`config.mk`:
```
export PLATFORM = sky130hd
export DESIGN_NAME = mt_frame_unpacker
export DESIGN_NICKNAME = d
export VERILOG_FILES = /design/src/rtl/mt_frame_unpacker.sv
export SDC_FILE = /design/constraint.sdc
export NUM_CORES = 1
export LEC_CHECK = 0
export ABC_AREA = 1
export CELL_PAD_IN_SITES_DETAIL_PLACEMENT = 2
export CELL_PAD_IN_SITES_GLOBAL_PLACEMENT = 2
export CORE_MARGIN = 3
export CORE_UTILIZATION = 24
export DETAILED_ROUTE_END_ITERATION = 12
export PLACE_DENSITY_LB_ADDON = 0.1
export SYNTH_ARGS = -nofsm -noshare
export SYNTH_HDL_FRONTEND = slang
export SYNTH_SLANG_ARGS = --single-unit
```
`constraint.sdc`:
```
create_clock -name clk -period 2.4 [get_ports clk]
set_input_delay 0.36 -clock clk [delete_from_list [all_inputs] [get_ports clk]]
set_output_delay 0.36 -clock clk [all_outputs]
set_load 0.01 [all_outputs]
```
`src/rtl/mt_frame_unpacker.sv`:
```
// Read-side tape formatter: packs 8-bit transport frames into 36-bit KS10 words.
// Optional frame parity checking is enabled by defining MT_PARCHK_EN.
module mt_frame_unpacker #(
    parameter int FCW = 16
) (
    input  logic           clk,
    input  logic           rst,
    input  logic           mtINIT,
    input  logic [15:0]    mtTC,
    input  logic           mtGO,
    input  logic           mtFCLD,
    input  logic [35:0]    mtDATAI,
    input  logic           frmVALID,
    output logic           frmREADY,
    input  logic [7:0]     frmDATA,
    input  logic           frmPAR,
    input  logic           frmEOR,
    output logic           wordVALID,
    input  logic           wordREADY,
    output logic [35:0]    wordDATA,
    output logic [FCW-1:0] mtFC,
    output logic           mtFCS,
    output logic           mtFMTERR,
    output logic           mtPERR,
    output logic           mtDONE
);

    typedef enum logic [1:0] {S_IDLE, S_ACTIVE, S_HOLD, S_DONE} state_t;

    state_t         state_q;
    logic           coredump_q, evpar_q, flush_q;
    logic           rdy_q, wvld_q, done_q, fmterr_q, perr_q;
    logic [2:0]     k_q;
    logic [35:0]    word_q;
    logic [FCW-1:0] fc_q, fc_d;
    logic           data_xfer, eor_xfer, last_frame, par_bad, fmt_ok;

    function automatic logic [35:0] pack_frame(input logic [35:0] w, input logic [2:0] k,
                                               input logic [7:0] f);
        logic [35:0] r;
        r = w;
        case (k)
            3'd0:    r[35:28] = f;
            3'd1:    r[27:20] = f;
            3'd2:    r[19:12] = f;
            3'd3:    r[11:4]  = f;
            default: r[3:0]   = f[3:0];
        endcase
        return r;
    endfunction

    assign data_xfer  = frmVALID && rdy_q && !frmEOR;
    assign eor_xfer   = frmVALID && rdy_q && frmEOR;
    assign last_frame = coredump_q ? (k_q == 3'd4) : (k_q == 3'd3);
    assign fmt_ok     = (mtTC[7:4] == 4'd0) || (mtTC[7:4] == 4'd3);

`ifdef MT_PARCHK_EN
    // Odd parity over data+parity bit expected; even when EVPAR is set.
    assign par_bad = data_xfer && ((^{frmDATA, frmPAR}) == evpar_q);
    logic unused_in;
    assign unused_in = ^{mtTC[15:8], mtTC[2:0], mtDATAI[35:FCW]};
`else
    assign par_bad = 1'b0;
    logic unused_in;
    assign unused_in = ^{mtTC[15:8], mtTC[2:0], mtDATAI[35:FCW], frmPAR, evpar_q};
`endif

    assign frmREADY  = rdy_q;
    assign wordVALID = wvld_q;
    assign wordDATA  = word_q;
    assign mtFC      = fc_q;
    assign mtFCS     = (fc_q != '0);
    assign mtFMTERR  = fmterr_q;
    assign mtPERR    = perr_q;
    assign mtDONE    = done_q;

    // A host load of the counter takes priority over a frame increment.
    always_comb begin
        fc_d = fc_q;
        if (mtFCLD)
            fc_d = mtDATAI[FCW-1:0];
        else if (data_xfer)
            fc_d = fc_q + FCW'(1);
    end

    always_ff @(posedge clk) begin
        if (rst || mtINIT) begin
            state_q    <= S_IDLE;
            rdy_q      <= 1'b0;
            wvld_q     <= 1'b0;
            done_q     <= 1'b0;
            fmterr_q   <= 1'b0;
            perr_q     <= 1'b0;
            flush_q    <= 1'b0;
            coredump_q <= 1'b0;
            evpar_q    <= 1'b0;
            k_q        <= 3'd0;
            word_q     <= '0;
            fc_q       <= '0;
        end else begin
            fc_q   <= fc_d;
            done_q <= 1'b0;
            if (par_bad)
                perr_q <= 1'b1;
            case (state_q)
                S_IDLE: begin
                    if (mtGO) begin
                        fmterr_q   <= 1'b0;
                        perr_q     <= 1'b0;
                        flush_q    <= 1'b0;
                        k_q        <= 3'd0;
                        word_q     <= '0;
                        coredump_q <= (mtTC[7:4] == 4'd0);
                        evpar_q    <= mtTC[3];
                        if (fmt_ok) begin
                            state_q <= S_ACTIVE;
                            rdy_q   <= 1'b1;
                        end else begin
                            fmterr_q <= 1'b1;
                            state_q  <= S_DONE;
                            done_q   <= 1'b1;
                        end
                    end
                end
                S_ACTIVE: begin
                    if (data_xfer) begin
                        word_q <= pack_frame(word_q, k_q, frmDATA);
                        k_q    <= k_q + 3'd1;
                        if (last_frame) begin
                            state_q <= S_HOLD;
                            rdy_q   <= 1'b0;
                            wvld_q  <= 1'b1;
                            flush_q <= 1'b0;
                        end
                    end else if (eor_xfer) begin
                        rdy_q <= 1'b0;
                        if (k_q != 3'd0) begin
                            state_q <= S_HOLD;
                            wvld_q  <= 1'b1;
                            flush_q <= 1'b1;
                        end else begin
                            state_q <= S_DONE;
                            done_q  <= 1'b1;
                        end
                    end
                end
                S_HOLD: begin
                    // Word register stays frozen until the consumer takes it.
                    if (wordREADY) begin
                        wvld_q <= 1'b0;
                        word_q <= '0;
                        k_q    <= 3'd0;
                        if (flush_q) begin
                            state_q <= S_DONE;
                            done_q  <= 1'b1;
                        end else begin
                            state_q <= S_ACTIVE;
                            rdy_q   <= 1'b1;
                        end
                    end
                end
                S_DONE:  state_q <= S_IDLE;
                default: state_q <= S_IDLE;
            endcase
        end
    end

endmodule

```
==> key figures, run 1 <==
Clock network
  • CTS buffer count: 9
  • Clock Pin Slew Worst Setup and Hold Paths: 0.06 ns
  • CTS Hold Bufs: 0
  • Clk_lat worst skew: 0.33 ns
  • Clk buf depth: 2
  • Root buf cell: clkbuf_16
  • CTS-repair resized insts: 0
  • H-tree levels: 3
  • CTS tree: yes
  • Postcts setup bufs: 0
  • CTS Sinks: 63

Yosys
  • Ys Warns: 0
  • Most frequent cell after synthesis: nor2_1
  • Main synth FF type: dfxtp_1
  • Synthesized area per cell: 6.82 µm²
  • Gate count of the mapped netlist: 468
  • Mapped Area: 3190 µm²
  • Asr flop ratio synth: 0%
  • Post-synth top area cell: dfxtp_1
  • Yosys top cell area share: 39.5%
  • Mapped Nets: 549
  • Synth top area cells: dfxtp_1 40%, nor2_1 12%, nand2_1 11%, o21ai_0 8.0%, inv_1 5.5%
  • Post-synth EDFFs: 0
  • Commonest cells in the netlist: 100 x nor2_1, 90 x nand2_1, 63 x dfxtp_1
  • Post-synthesis sequential area ratio: 39.5%
  • #FFs+latches synth: 63
  • Cell variety after synth: 35

Timing
  • F_max: 443 MHz
  • Hold Violations, Final: 0
  • Final setup viols: 0
  • Slew Limit Fails: 0
  • Unrepaired setup endpoints after global routing: no
  • Tmin final: 2.26 ns
  • Final period util: 94.1%
  • Final setup TNS: 0 ns
  • Setup Skew: 0.00768 ns
  • Final worst slack: 0.141 ns
  • Hold WS: 0.468 ns

Critical path
  • Critical Path RT: 2.04 ns
  • Crit. End Element: output pin
  • Crit path max fanout: 5
  • Critical path arrival: 1.90 ns
  • WS Path Type: flop to output pin
  • Startpoint type of the worst setup path: flop

GRT
  • First-pass GRT wire length: 19000 µm
  • All-layer global routing usage: 16.6%
  • Largest net degree at the start of global routing: 42
  • Vias in the first global route: 3721
  • Antenna violations before repair: 0
  • Overflow after GRT: 0

Power
  • VDD IR-drop max: 0.268 mV
  • Leak: 1.86 nW
  • Pwr Density: 691 nW/µm²

Job
  • MaxCap Viol Count: 0

Detailed routing
  • DRT iter0 DRCs: 107
  • WL/cell: 15.8 µm
  • DRC: 0
  • DR vias/cell: 4.60
  • 1st-pass router iterations: 4
  • Vias: 3418
  • Final wirelength: 11700 µm
  • Number of routed nets with antenna violations: 0

Cells and area
  • Layout cells sized above 1: 7.18%
  • ANT cells: 0
  • Layout Nets: 647
  • P&R area growth vs syn: 45.6%

Place
  • HPWL Detailed: 8990 µm
  • Pre-CTS WS: 0.364 ns
  • GP Congestion: 0.773
  • IO Port Bufs: 92

Floorplan
  • Core area: 12800 µm²
  • Die height: 121 µm
  • Row count: 41
  • Die area: 14700 µm²
  • Initial core utilization: 24.9%
  • Die width: 121 µm
  • Io pins: 127

Run status
  • Outcome: complete, no violations

Hold path
  • Hold/Removal Path Class: flop to flop
-- worst paths after layout --
| kind | start | endpoint | slack, ns | depth (start not counted) |
|---|---|---|---|---|
| max reg2reg | state_q[0] | wordDATA[12] | 0.49 | 10 |
| min | flush_q | flush_q | 0.47 | 2 |
| min reg2reg | flush_q | flush_q | 0.47 | 2 |
| max | mtFC[0] | mtFCS | 0.14 | 5 |
-- registers in the layout (all words and copies together) (netlist names) --
signal and count:
frmREADY 1, wordDATA 36, mtDONE 1, state_q 2, mtFMTERR 1, k_q 3
wordVALID 1, coredump_q 1, flush_q 1, mtFC 16
-- metal layers --
layer	GRT usage (%)	vias to the layer above	share of wire [%]
met4	5.88	0	1.5
met2	29.6	70	50
met5	0	-	0
met1	19.7	1638	45
li1	-	1699	-
met3	3.03	11	3.7
-- worst max-delay path: stages, from the launching register on --
cell and delay (ns):
dfxtp_1 0.42, inv_1 0.12, ha_1 0.23, nor3b_1 0.14, nand4_1 0.11, clkdlybuf4s50_1 0.55
-- cells in the final DEF (no fill, tap or decap), types with 4 or more instances in the layout --
master,synthesis,routed
nand4_1,7,7
a21oi_1,22,22
buf_4,1,7
ha_1,12,12
nor2_1,100,99
clkdlybuf4s50_1,0,92
nand3_1,22,22
nand2_4,4,4
clkbuf_16,0,9
o21ai_0,51,51
dfxtp_1,63,63
inv_1,47,47
a31oi_1,7,7
nand2_1,90,90
-- cell families after synthesis --
group | after synthesis | share of synthesized area [%]
and+or+nand+nor | 238 | 32.3
AOI/OAI and AO/OA | 85 | 13.9
buffers and inverters | 65 | 8.35
DFF | 63 | 39.5
adders and majority gates | 12 | 4.71
xor gates and xnor gates | 4 | 1.10
other | 1 | 0.118
-- where the power goes --
| group | switching, mW | internal, mW |
|---|---|---|
| logic | 0.372 | 0.269 |
| clock network | 0.499 | 0.910 |
| registers | 0.0484 | 1.11 |
| total | 0.919 | 2.29 |
-- metrics by stage --
stage	total power [mW]	area (µm²)	util [%]	cells
after floorplan	1.53	3190	-	468
after global placement	1.81	4330	33.8	727
after detailed placement	1.83	4330	33.8	727
after CTS	3.27	4640	36.2	743
after global routing	3.39	4640	36.2	743
final	3.21	4640	36.2	743
-- cell type report --
| type | instances | area, µm² |
|---|---|---|
| fillers | 1529 | 8180 |
| inverters | 53 | 214 |
| multi-input cells | 340 | 1670 |
| repair buffers | 99 | 973 |
| clock buffers | 11 | 233 |
| clock inverters | 5 | 82.6 |
| flip-flops and latches | 63 | 1260 |
| well taps | 172 | 215 |
(Power assumes the default switching activity.)
==> run 2: changes to the inputs <==
--- a/config.mk
+++ b/config.mk
@@ -10,8 +10,10 @@
 export CELL_PAD_IN_SITES_GLOBAL_PLACEMENT = 2
 export CORE_MARGIN = 3
 export CORE_UTILIZATION = 24
+export CTS_CLUSTER_DIAMETER = 80
 export DETAILED_ROUTE_END_ITERATION = 12
 export PLACE_DENSITY_LB_ADDON = 0.1
+export SLEW_MARGIN = 20
 export SYNTH_ARGS = -nofsm -noshare
 export SYNTH_HDL_FRONTEND = slang
 export SYNTH_SLANG_ARGS = --single-unit
==> results of run 2 <==
Same layout as run 1: the final DEF is identical, and so are final timing and power.
==> run 3: changes to the inputs <==
--- a/config.mk
+++ b/config.mk
@@ -8,6 +8,7 @@
 export ABC_AREA = 1
 export CELL_PAD_IN_SITES_DETAIL_PLACEMENT = 2
 export CELL_PAD_IN_SITES_GLOBAL_PLACEMENT = 2
+export CORE_ASPECT_RATIO = 0.5
 export CORE_MARGIN = 3
 export CORE_UTILIZATION = 24
 export CTS_CLUSTER_DIAMETER = 80
==> key figures, run 3 (same netlist as run 1, synthesis figures left out) <==
Run status
  • Outcome: complete, no violations

GRT
  • First-pass GRT wire length: 19000 µm (-0.14%)
  • All-layer global routing usage: 16.5% (-0.088 points)
  • Antenna violations before repair: 0 (unchanged)
  • Vias in the first global route: 3617 (-2.8%)
  • Largest net degree at the start of global routing: 42 (unchanged)
  • Overflow after GRT: 0 (unchanged)

Power
  • Logic pwr share: 19.4% (-0.6 points)
  • Leak: 1.89 nW (+1.6%)
  • Clk pwr share: 45.6% (+1.7 points)
  • Overall power: 3.31 mW (+3.2%)
  • Switching Fraction: 27.7% (-0.93 points)
  • Flop pwr share: 35.0% (-1.1 points)
  • Pint: 2.39 mW (+4.6%)
  • VDD IR-drop max: 0.298 mV (+11%)
  • P_sw: 918 µW (-0.11%)
  • Pwr Density: 708 nW/µm² (+2.5%)

Timing
  • Setup Skew: 0.00944 ns (+0.00176 ns)
  • F_max: 455 MHz (+2.7%)
  • Slew @ Worst Pin: 0.575 ns
  • Final worst slack: 0.201 ns (+0.0595 ns)
  • Slew Limit Fails: 0 (unchanged)
  • Final setup viols: 0 (unchanged)
  • Slew headroom: 61.7%
  • Final setup TNS: 0 ns (unchanged)
  • Hold Violations, Final: 0 (unchanged)
  • Hold WS: 0.467 ns (-0.000442 ns)
  • Tmin final: 2.20 ns (-0.0595 ns)
  • Unrepaired setup endpoints after global routing: no
  • Final period util: 91.6% (-2.5 points)

Critical path
  • Critical Path RT: 2.04 ns (about the same)
  • WP buf/inv: 1 (-1)
  • Crit-path cells: nor4_1 -> nand4_1 -> clkdlybuf4s50_1
  • Critical path arrival: 1.84 ns (-0.06 ns)
  • Startpoint type of the worst setup path: flop
  • Minimum setup slack among reg-to-reg paths: 0.48 ns (about the same)
  • Crit path max-delay cell type: clkdlybuf4s50_1
  • CP max stage delay: 0.51 ns (-0.04 ns)
  • Top delay family on crit path: simple AND/OR/NAND/NOR gates
  • WS Path Type: flop to output pin
  • Crit. End Element: output pin
  • Crit path max fanout: 8 (+3)

Detailed routing
  • DR vias/cell: 4.59 (-0.20%)
  • Final wirelength: 11700 µm (-0.55%)
  • DRC: 0 (unchanged)
  • WL/cell: 15.7 µm (-0.29%)
  • Vias: 3402 (-0.47%)
  • Number of routed nets with antenna violations: 0 (unchanged)
  • 1st-pass router iterations: 4 (unchanged)
  • DRT iter0 DRCs: 62 (-42%)

Place
  • IO Port Bufs: 92 (unchanged)
  • Pre-CTS WS: 0.301 ns (-0.0636 ns)
  • HPWL Detailed: 8760 µm (-2.5%)
  • GP Congestion: 0.764 (-1.2%)
  • Placement Cell Area: 4340 µm² (+0.23%)

Cells and area
  • Fillers: 1528 (-0.065%)
  • Max FFs per register: 36 (unchanged)
  • P&R area growth vs syn: 46.6%
  • ANT cells: 0 (unchanged)
  • Most frequent cells in the layout: 99 x nor2_1, 92 x clkdlybuf4s50_1, 90 x nand2_1
  • Fin area: 4680 µm² (+0.70%)
  • Commonest non-fill, non-tap cell in the layout: nor2_1
  • Layout cells sized above 1: 7.36% (+0.18 points)
  • Layout Nets: 647 (unchanged)

Floorplan
  • Die area: 14800 µm² (+0.57%)
  • Initial core utilization: 24.8% (-0.039 points)
  • Row count: 29 (-29%)
  • Die width: 169 µm (+39%)
  • Core area: 12800 µm² (+0.16%)
  • Die height: 87.5 µm (-28%)
  • Io pins: 127 (unchanged)

Clock network
  • CTS buffer count: 9 (unchanged)
  • Root buf cell: clkbuf_16
  • CTS Sinks: 63 (unchanged)
  • CTS tree: yes
  • Clock Pin Slew Worst Setup and Hold Paths: 0.05 ns (about the same)
  • Clk_lat worst skew: 0.34 ns (about the same)
  • H-tree levels: 3 (unchanged)
  • Postcts setup bufs: 0 (unchanged)
  • Clk buf depth: 2 (unchanged)
  • CTS-repair resized insts: 0 (unchanged)
  • CTS Hold Bufs: 0 (unchanged)

Hold path
  • Hold/Removal Path Class: flop to flop

Job
  • MaxCap Viol Count: 0 (unchanged)
-- run 3: metal layers --
metal / up-vias / part of all wire [%] / GRT usage (%)
met5: - / 0 / 0
met4: 0 / 0.97 / 4.23
met3: 12 / 3.7 / 4.33
met2: 67 / 46 / 27.7
met1: 1627 / 50 / 21.4
li1: 1696 / - / -
-- run 3: final timing paths --
kind	cells past startpoint	to	startpoint
hold reg to reg	2	wordDATA[32]	wordDATA[32]
hold / removal	2	wordDATA[32]	wordDATA[32]
setup / recovery	3	mtFCS	mtFC[2]
setup reg to reg	11	wordDATA[27]	state_q[0]
-- run 3: final cells by class --
class                      count  area (µm²)  share of cell area [%]
tap                          170         213                    4.55
multi-input combinational    340        1670                    35.6
clock inverter                 6         109                    2.33
inverter                      53         214                    4.57
sequential                    63        1260                    27.0
timing repair buffer          99         986                    21.1
clock buffer                  10         229                    4.90
-- run 3: power by group through the flow --
stage | clock [mW] | combinational (mW) | sequential (mW)
after global placement | 0 | 0.641 | 1.18
after CTS | 1.56 | 0.658 | 1.16
after floorplan | 0 | 0.330 | 1.20
final | 1.51 | 0.643 | 1.16
after global routing | 1.61 | 0.727 | 1.17
after detailed placement | 0 | 0.655 | 1.18
-- run 3: per-stage QoR --
| step | cells | utilization, % |
|---|---|---|
| 6_report | 741 | 36.4 |
| 5_1_grt | 741 | 36.4 |
| 4_1_cts | 741 | 36.4 |
| 3_5_place_dp | 725 | 33.8 |
| 3_3_place_gp | 725 | 33.8 |
| 2_1_floorplan | 468 | - |
-- run 3: worst register-to-register path: stages, from the launching register on --
cell	delay (ns)
dfxtp_1	0.40
inv_1	0.10
ha_1	0.28
nand2_1	0.12
nand2_1	0.06
inv_1	0.13
nand3_4	0.16
inv_8	0.13
nand2_4	0.10
inv_4	0.13
nand2_1	0.08
a21oi_1	0.16
